==> src/rtl/approx_add_pipe.sv <==
// Pipelined unsigned adder with per-beat selectable low-part approximation (LOA / truncation).
// One carry segment per stage; a single global advance stalls every stage together.
module approx_add_pipe #(
  parameter int unsigned W   = 8,
  parameter int unsigned SEG = 4
) (
  input  logic                   clk,
  input  logic                   rst_n,
  input  logic                   in_valid,
  output logic                   in_ready,
  input  logic [W-1:0]           in_a,
  input  logic [W-1:0]           in_b,
  input  logic [1:0]             in_mode,
  input  logic [$clog2(W+1)-1:0] in_k,
  output logic                   out_valid,
  input  logic                   out_ready,
  output logic [W:0]             out_sum
);

  localparam int unsigned NSEG = (W + SEG - 1) / SEG;

  typedef enum logic [1:0] {
    ModeExact = 2'd0,
    ModeLoa   = 2'd1,
    ModeTrunc = 2'd2,
    ModeRsvd  = 2'd3
  } mode_e;

  logic              adv;
  logic              approx;
  logic              c_inj;
  int unsigned       ke_i;
  logic [W-1:0]      pa, pb, force_lo;

  logic [NSEG-1:0]   v_q, v_d;
  logic              c_q   [NSEG];
  logic              c_d   [NSEG];
  logic [W-1:0]      a_q   [NSEG];
  logic [W-1:0]      a_d   [NSEG];
  logic [W-1:0]      b_q   [NSEG];
  logic [W-1:0]      b_d   [NSEG];
  logic [W-1:0]      lo_q  [NSEG];
  logic [W-1:0]      lo_d  [NSEG];
  logic [W:0]        sum_q [NSEG];
  logic [W:0]        sum_d [NSEG];

  assign adv       = !v_q[NSEG-1] | out_ready;
  assign in_ready  = adv;
  assign out_valid = v_q[NSEG-1];
  assign out_sum   = sum_q[NSEG-1];

  // Operand conditioning: bits below ke are cleared, bit ke-1 of both operands carries c_inj so
  // the exact adder produces 0 there and ripples c_inj into bit ke.
  always_comb begin
    ke_i     = (32'(in_k) > W - 1) ? W - 1 : 32'(in_k);
    approx   = ((in_mode == ModeLoa) || (in_mode == ModeTrunc)) && (ke_i != 0);
    c_inj    = 1'b0;
    pa       = in_a;
    pb       = in_b;
    force_lo = '0;
    for (int unsigned i = 0; i < W; i++) begin
      if (approx && (i < ke_i)) begin
        pa[i] = 1'b0;
        pb[i] = 1'b0;
        if (i == ke_i - 1) begin
          c_inj = in_a[i] & in_b[i];
          pa[i] = c_inj;
          pb[i] = c_inj;
        end
        force_lo[i] = (in_mode == ModeLoa) ? (in_a[i] | in_b[i]) : (i == ke_i - 1);
      end
    end
  end

  always_comb begin : p_stages
    logic        carry;
    logic [W-1:0] a_t, b_t, lo_t;
    logic [W:0]   s_t;
    int unsigned  prev;
    for (int unsigned s = 0; s < NSEG; s++) begin
      prev   = (s == 0) ? 0 : s - 1;
      carry  = (s == 0) ? 1'b0 : c_q[prev];
      a_t    = (s == 0) ? pa : a_q[prev];
      b_t    = (s == 0) ? pb : b_q[prev];
      lo_t   = (s == 0) ? force_lo : lo_q[prev];
      s_t    = (s == 0) ? '0 : sum_q[prev];
      v_d[s] = (s == 0) ? in_valid : v_q[prev];
      for (int unsigned i = 0; i < W; i++) begin
        if (i / SEG == s) begin
          s_t[i] = a_t[i] ^ b_t[i] ^ carry;
          carry  = (a_t[i] & b_t[i]) | (carry & (a_t[i] | b_t[i]));
        end
      end
      // Low bits of the exact sum are zero below ke, so OR-ing applies the forced pattern.
      if (s == NSEG - 1) begin
        s_t[W]     = carry;
        s_t[W-1:0] = s_t[W-1:0] | lo_t;
      end
      sum_d[s] = s_t;
      c_d[s]   = carry;
      a_d[s]   = a_t;
      b_d[s]   = b_t;
      lo_d[s]  = lo_t;
    end
  end

  always_ff @(posedge clk or negedge rst_n) begin
    if (!rst_n) begin
      v_q <= '0;
      for (int unsigned s = 0; s < NSEG; s++) begin
        c_q[s]   <= 1'b0;
        a_q[s]   <= '0;
        b_q[s]   <= '0;
        lo_q[s]  <= '0;
        sum_q[s] <= '0;
      end
    end else if (adv) begin
      v_q <= v_d;
      for (int unsigned s = 0; s < NSEG; s++) begin
        c_q[s]   <= c_d[s];
        a_q[s]   <= a_d[s];
        b_q[s]   <= b_d[s];
        lo_q[s]  <= lo_d[s];
        sum_q[s] <= sum_d[s];
      end
    end
  end

endmodule

==> config.mk <==
export PLATFORM = sky130hd
export DESIGN_NAME = approx_add_pipe
export DESIGN_NICKNAME = d
export VERILOG_FILES = /design/src/rtl/approx_add_pipe.sv
export SDC_FILE = /design/constraint.sdc
export NUM_CORES = 1
export LEC_CHECK = 0
export CORE_MARGIN = 1
export CORE_UTILIZATION = 55
export DETAILED_ROUTE_END_ITERATION = 8
export PLACE_DENSITY = 0.95
export SYNTH_ARGS = -nofsm -noshare
export SYNTH_HDL_FRONTEND = slang
export SYNTH_SLANG_ARGS = --single-unit
==> constraint.sdc <==
create_clock -name clk -period 5.6 [get_ports clk]
set_input_delay 1.12 -clock clk [delete_from_list [all_inputs] [get_ports clk]]
set_output_delay 1.12 -clock clk [all_outputs]
set_load 0.1 [all_outputs]
=== Word-level counts from Yosys, hierarchy flattened ===
Cells that the tools add are included.

* Register bits: 40
* Input port bits: 26
* Word-level logic and storage cells: 142
* Output and inout bits: 11

* Add/subtract/negate cells: 1
* Equality and inequality tests: 9
* Reductions and logical operators: 13
* Mux-type cells: 41
* $lt $le $gt $ge: 9
* Bitwise gates (word level): 62

{| class="wikitable"
|+ Operators by type and width
! operator !! number
|-
| $eq 3x32->1 const A || 4
|-
| $eq 2x32->1 const A || 2
|-
| $mux 1 || 40
|-
| $eq 1x32->1 const A || 1
|-
| $logic_not 32->1 || 1
|-
| $reduce_bool 32->1 || 1
|-
| $and 1x1->1 || 23
|-
| $or 1x1->1 || 23
|-
| $lt 3x4->1 const A || 4
|-
| $xor 1x1->1 || 15
|-
| $logic_and 1x1->1 || 9
|-
| $lt 1x4->1 const A || 2
|-
| $lt 2x4->1 const A || 2
|-
| $or 8x8->8 || 1
|-
| $sub 4x1->5 const B || 1
|-
| $gt 4x3->1 const B || 1
|-
| $mux 4 || 1
|-
| $eq 2x1->1 const B || 1
|-
| $eq 2x2->1 const B || 1
|-
| $logic_not 1->1 || 1
|-
| $logic_or 1x1->1 || 1
|}

=== Logic depth before layout (Yosys ltp) ===
* Word-level depth: 13
* Depth in mapped cells: 11
* Gate-level depth less buffers: 10

=== Worst setup path before layout ===
Ideal clock, no wire load.

* Path type: input -> register
* Start point: input port in_mode[1]
* End point: register sum_q[12] (netlist bit)
* Stages: 11
* Path buffers: 1
* Slack: 2.255 ns
* Arrival time: 3.198 ns
* Data required time: 5.453 ns
* Setup time: 0.147 ns
* Cell sequence: inv_1 -> ha_1 -> clkbuf_1 -> nor2_1 -> a21boi_1 -> ha_1 -> fa_1 -> inv_1 -> fa_1 -> fa_1 -> a21oi_1

* Word-level cells in the longest chain between the ends: 11
* Elaborated cells on any way between the ends: 27
* Those cells by class: 2 x eq/ne; 8 x mux; 11 x bitwise; 6 x reduce/logical

{| class="wikitable"
|+ Ends and longest elaborated chain
! element !! line !! text
|-
| start, declared || 13 || <nowiki>input logic [1:0] in_mode,</nowiki>
|-
| $eq 2x1->1 / $eq 2x2->1 (equally long branches) || 56 || <nowiki>approx = ((in_mode == ModeLoa) || (in_mode == ModeTrunc)) && (ke_i != 0);</nowiki>
|-
| $logic_or 1x1->1 (*) || 56 ||
|-
| $logic_and 1x1->1 (*) || 56 ||
|-
| $logic_and 1x1->1 || 62 || <nowiki>if (approx && (i < ke_i)) begin</nowiki>
|-
| $mux 1 || 62 ||
|-
| $and 1x1->1 / $or 1x1->1 (equally long branches) || 91 || <nowiki>carry = (a_t[i] & b_t[i]) | (carry & (a_t[i] | b_t[i]));</nowiki>
|-
| $and 1x1->1 || 91 ||
|-
| $or 1x1->1 || 91 ||
|-
| $and 1x1->1 || 91 ||
|-
| $or 1x1->1 || 91 ||
|-
| $xor 1x1->1 (*) || 90 || <nowiki>s_t[i] = a_t[i] ^ b_t[i] ^ carry;</nowiki>
|-
| end signal, assigned by index || 124 || <nowiki>sum_q[s] <= sum_d[s];</nowiki>
|-
| end, declared || 44 || <nowiki>logic [W:0] sum_q [NSEG];</nowiki>
|}

Every way passes the cells marked *; elsewhere a longest branch is shown, timed or not.
A chain may end at the register's enable or synchronous reset.

=== Worst setup path in the final report ===
* Start point: input port out_ready
* End point: output port in_ready

* Word-level cells in the longest chain between the ends: 1

{| class="wikitable"
|+ Ends and longest elaborated chain
! element !! line !! text
|-
| start, declared || 16 || <nowiki>input logic out_ready,</nowiki>
|-
| $or 1x1->1 || 47 || <nowiki>assign adv = !v_q[NSEG-1] | out_ready;</nowiki>
|-
| end, declared || 10 || <nowiki>output logic in_ready,</nowiki>
|}

No other way between the ends.

==> impl_results.md <==
* Dpl hpwl at 2.69 mm
* Clock root buffer: clkbuf_4
* CP max FO at 36
* Seq cells post-synth at 32
* Placed insts at 263
* Unrepaired setup endpoints after global routing: no
* Post-synth cell types at 35
* Fin cells at around 270
* Max Slew Vio Count at 0
* GRT Total Usage at about a quarter
* Setup CP Type: input pin to output pin
* Area growth, synth to finish at 19.6%
* Yosys top cell by area: dfrtp_1
* Largest net degree at the start of global routing at 37
* Post-synthesis sequential area ratio at a little over two fifths
* IO buf count at 36
* Post_cts resized at 0
* Worst vdd ir at between 150 and 200 uV
* Most frequent cell after synthesis: nand2_1
* CTS buffer count at 5
* Via count at about 1.5k
* Cell Int Power at about 480 uW
* Routed len/inst at between 10 and 15 um
* Die area at roughly 3700 um2
* Slew @ Worst Pin at roughly 0.96 ns
* Setup violations, final at 0
* GP Congestion at ~0.82
* CTS clk-pin slew, worst paths at 0.10 ns
* Switching Fraction at ~45%
* Drt initial violations at 69
* Die X at 60.9 um
* Area of the multi-input gates at roughly 930 um2
* Synth top area cells: dfrtp_1, nand2_1, fa_1
* Htree depth at 2
* IO Pins at 37
* ANT nets after route at 0
* First-pass GRT wire length at 6.24 mm
* Critical Path Max Stage Delay at between 0.4 and 0.5 ns
* Synth warn at 0
* Required @ worst endpoint at between 4 and 5 ns
* Post-synth EDFFs at 0
* Clock share of power at 20.3%
* Clock Path Buffers at 2
* Final setup TNS at 0 ns
* Fin util at about two thirds
* Cts hold-fix bufs at 0
* Share of post-route cells with drive strength above 1 at between 10% and 20%
* Slowest CP cell: clkdlybuf4s50_1
* Initial Util at a little under three fifths
* Hold Fails Final Rpt at 0
* Period utilization at approximately two thirds
* Maxcap violations at 0
* Yosys top cell area share at a little over two fifths
* Height of the die at roughly 61 um
* Post-CTS setup buffer count at 0
* Worst-path cell chain: clkdlybuf4s50_1, nor2b_2, buf_4, inv_2, buf_4
* Clk sinks at 32
* Storage element area at about 800 um2
* Post-synth ARST share at between 90% and 100%
* Vias in the first global route at between 1k and 1.5k
* Total Wirelength at around 3.8 mm
* Top cell by count, worst path: buf_4
* Flop pwr share at 34.7%
* PD cells at 379 nW/um2
* Fill cell count at 287
* Switching power of the nets at ~400 uW
* Leak at just under 0.001 uW
* Part of the power in combinational logic at around 45%
* Slew headroom at between 30% and 40%
* CTS tree: done
* Tmin final at 3.83 ns
* Post-Synthesis Cells at 200
* Most frequent cells after synthesis: nand2_1, dfrtp_1, nor2_1, buf_4, inv_1
* Crit. End Element: output pin
* Post-route DRC at 0
* Vias per cell at 5.51
* Overflow after GRT at 0
* Antenna diodes at 0
* Average size of a mapped cell at around 9.6 um2
* Mapped cell area at 1910 um2
* Synth Flop Type: dfrtp_1
* Final Skew at 0.0101 ns
* Core area at between 3000 and 4000 um2
* Cell Rows at 21
* Mapped Nets at 235
* Clk_lat worst skew at between 0.3 and 0.4 ns
* Worst min-delay path category: flop to flop
* Max Freq at about 260 MHz
* Initial antenna violation count at 0
* Drt first pass iters at 4
* Status: completed
* Data arrival time of the worst path at between 2 and 3 ns
* Net count reported at finish at around 260
* CP Launch Type: input pin
-- path summary, 6_finish.rpt --
| check | from | end | slack, ns | depth (start not counted) |
|---|---|---|---|---|
| max | out_ready | in_ready | 1.77 | 5 |
| max in group asynchronous | rst_n | sum_q[12]$_DFFE_PN0P_ | 4.12 | 2 |
| min in group asynchronous | rst_n | p_stages.lo_t[5]$_DFFE_PN0P_ | 1.16 | 2 |
| min | v_q[0]$_DFFE_PN0P_ | v_q[1]$_DFFE_PN0P_ | 0.47 | 1 |
| min reg2reg | v_q[0]$_DFFE_PN0P_ | v_q[1]$_DFFE_PN0P_ | 0.47 | 1 |
| max reg2reg | p_stages.a_t[4]$_DFFE_PN0P_ | out_sum[7]$_DFFE_PN0P_ | 3.40 | 8 |
-- registers in the layout, summed over array words and instances, names as in the netlist --
name           flops
out_sum            9
sum_q              4
p_stages.b_t       4
p_stages.lo_t      8
v_q                2
p_stages.a_t       4
c_q                1
-- per-layer routing --
layer / share of wire, % / up-vias / global-route usage [%] / wire, um
li1: - / 724 / - / -
met1: 42 / 726 / 27.5 / 1580
met2: 52 / 39 / 41.1 / 1960
met3: 3.8 / 5 / 6.40 / 142
met4: 1.9 / 0 / 10.4 / 72
met5: 0 / - / 0 / 0
-- placed cells by master, fill, tap and decap left out, types with 3 or more instances in the layout --
| master | synthesis | layout |
|---|---|---|
| a31oi_1 | 3 | 3 |
| clkdlybuf4s50_1 | 0 | 35 |
| a21oi_1 | 6 | 6 |
| a21boi_1 | 4 | 4 |
| nor2_1 | 17 | 17 |
| buf_4 | 13 | 3 |
| fa_1 | 7 | 7 |
| o21ai_0 | 12 | 12 |
| nand2_1 | 39 | 39 |
| inv_1 | 13 | 13 |
| dfrtp_1 | 32 | 32 |
| a211oi_1 | 6 | 6 |
| o22ai_1 | 3 | 3 |
| o21ai_1 | 3 | 3 |
| o41ai_2 | 4 | 4 |
| clkbuf_4 | 0 | 5 |
| and4bb_1 | 3 | 3 |
-- power by group through the flow --
stage,Combinational [uW],Sequential [uW],Clock (uW)
after CTS,392,302,180
final,390,301,176
after global placement,381,303,0
after detailed placement,391,307,0
after floorplan,321,309,0
after global routing,417,308,189
-- critical path, delay by kind of cell --
kind | cells | cell delay (ns)
buf+inv | 4 | 1.53
simple gates | 1 | 0.04
-- stage by stage --
stage	worst slack, ns	instance area (um2)	hold WS (ns)	total power, uW
after floorplan	2.26	1910	0.430	630
after global placement	1.65	2210	0.443	685
after detailed placement	1.48	2210	0.449	698
after CTS	1.78	2290	0.473	873
after global routing	1.67	2290	0.506	914
final	1.77	2290	0.468	867
-- cell type report --
cell class              instances  area share (%)
well taps                      46            2.52
multi-input cells             133            40.5
clock inverters                 2            1.53
repair buffers                 38            16.3
clock buffers                   6            1.81
flip-flops and latches         32            35.0
inverters                      14            2.30
-- kinds of logic (layout without fill, tap and decap cells) --
kind of cell / count (synthesis) / count (layout) / synth area share [%]
adder cells (fa/ha/maj): 9 / 9 / 8.64
AO/OA/AOI/OAI: 50 / 50 / 18.9
AND/OR/NAND/NOR: 74 / 74 / 20.8
buffers and inverters: 35 / 60 / 9.76
flip-flops: 32 / 32 / 41.9
No activity file was read; power rests on OpenSTA's default activity.
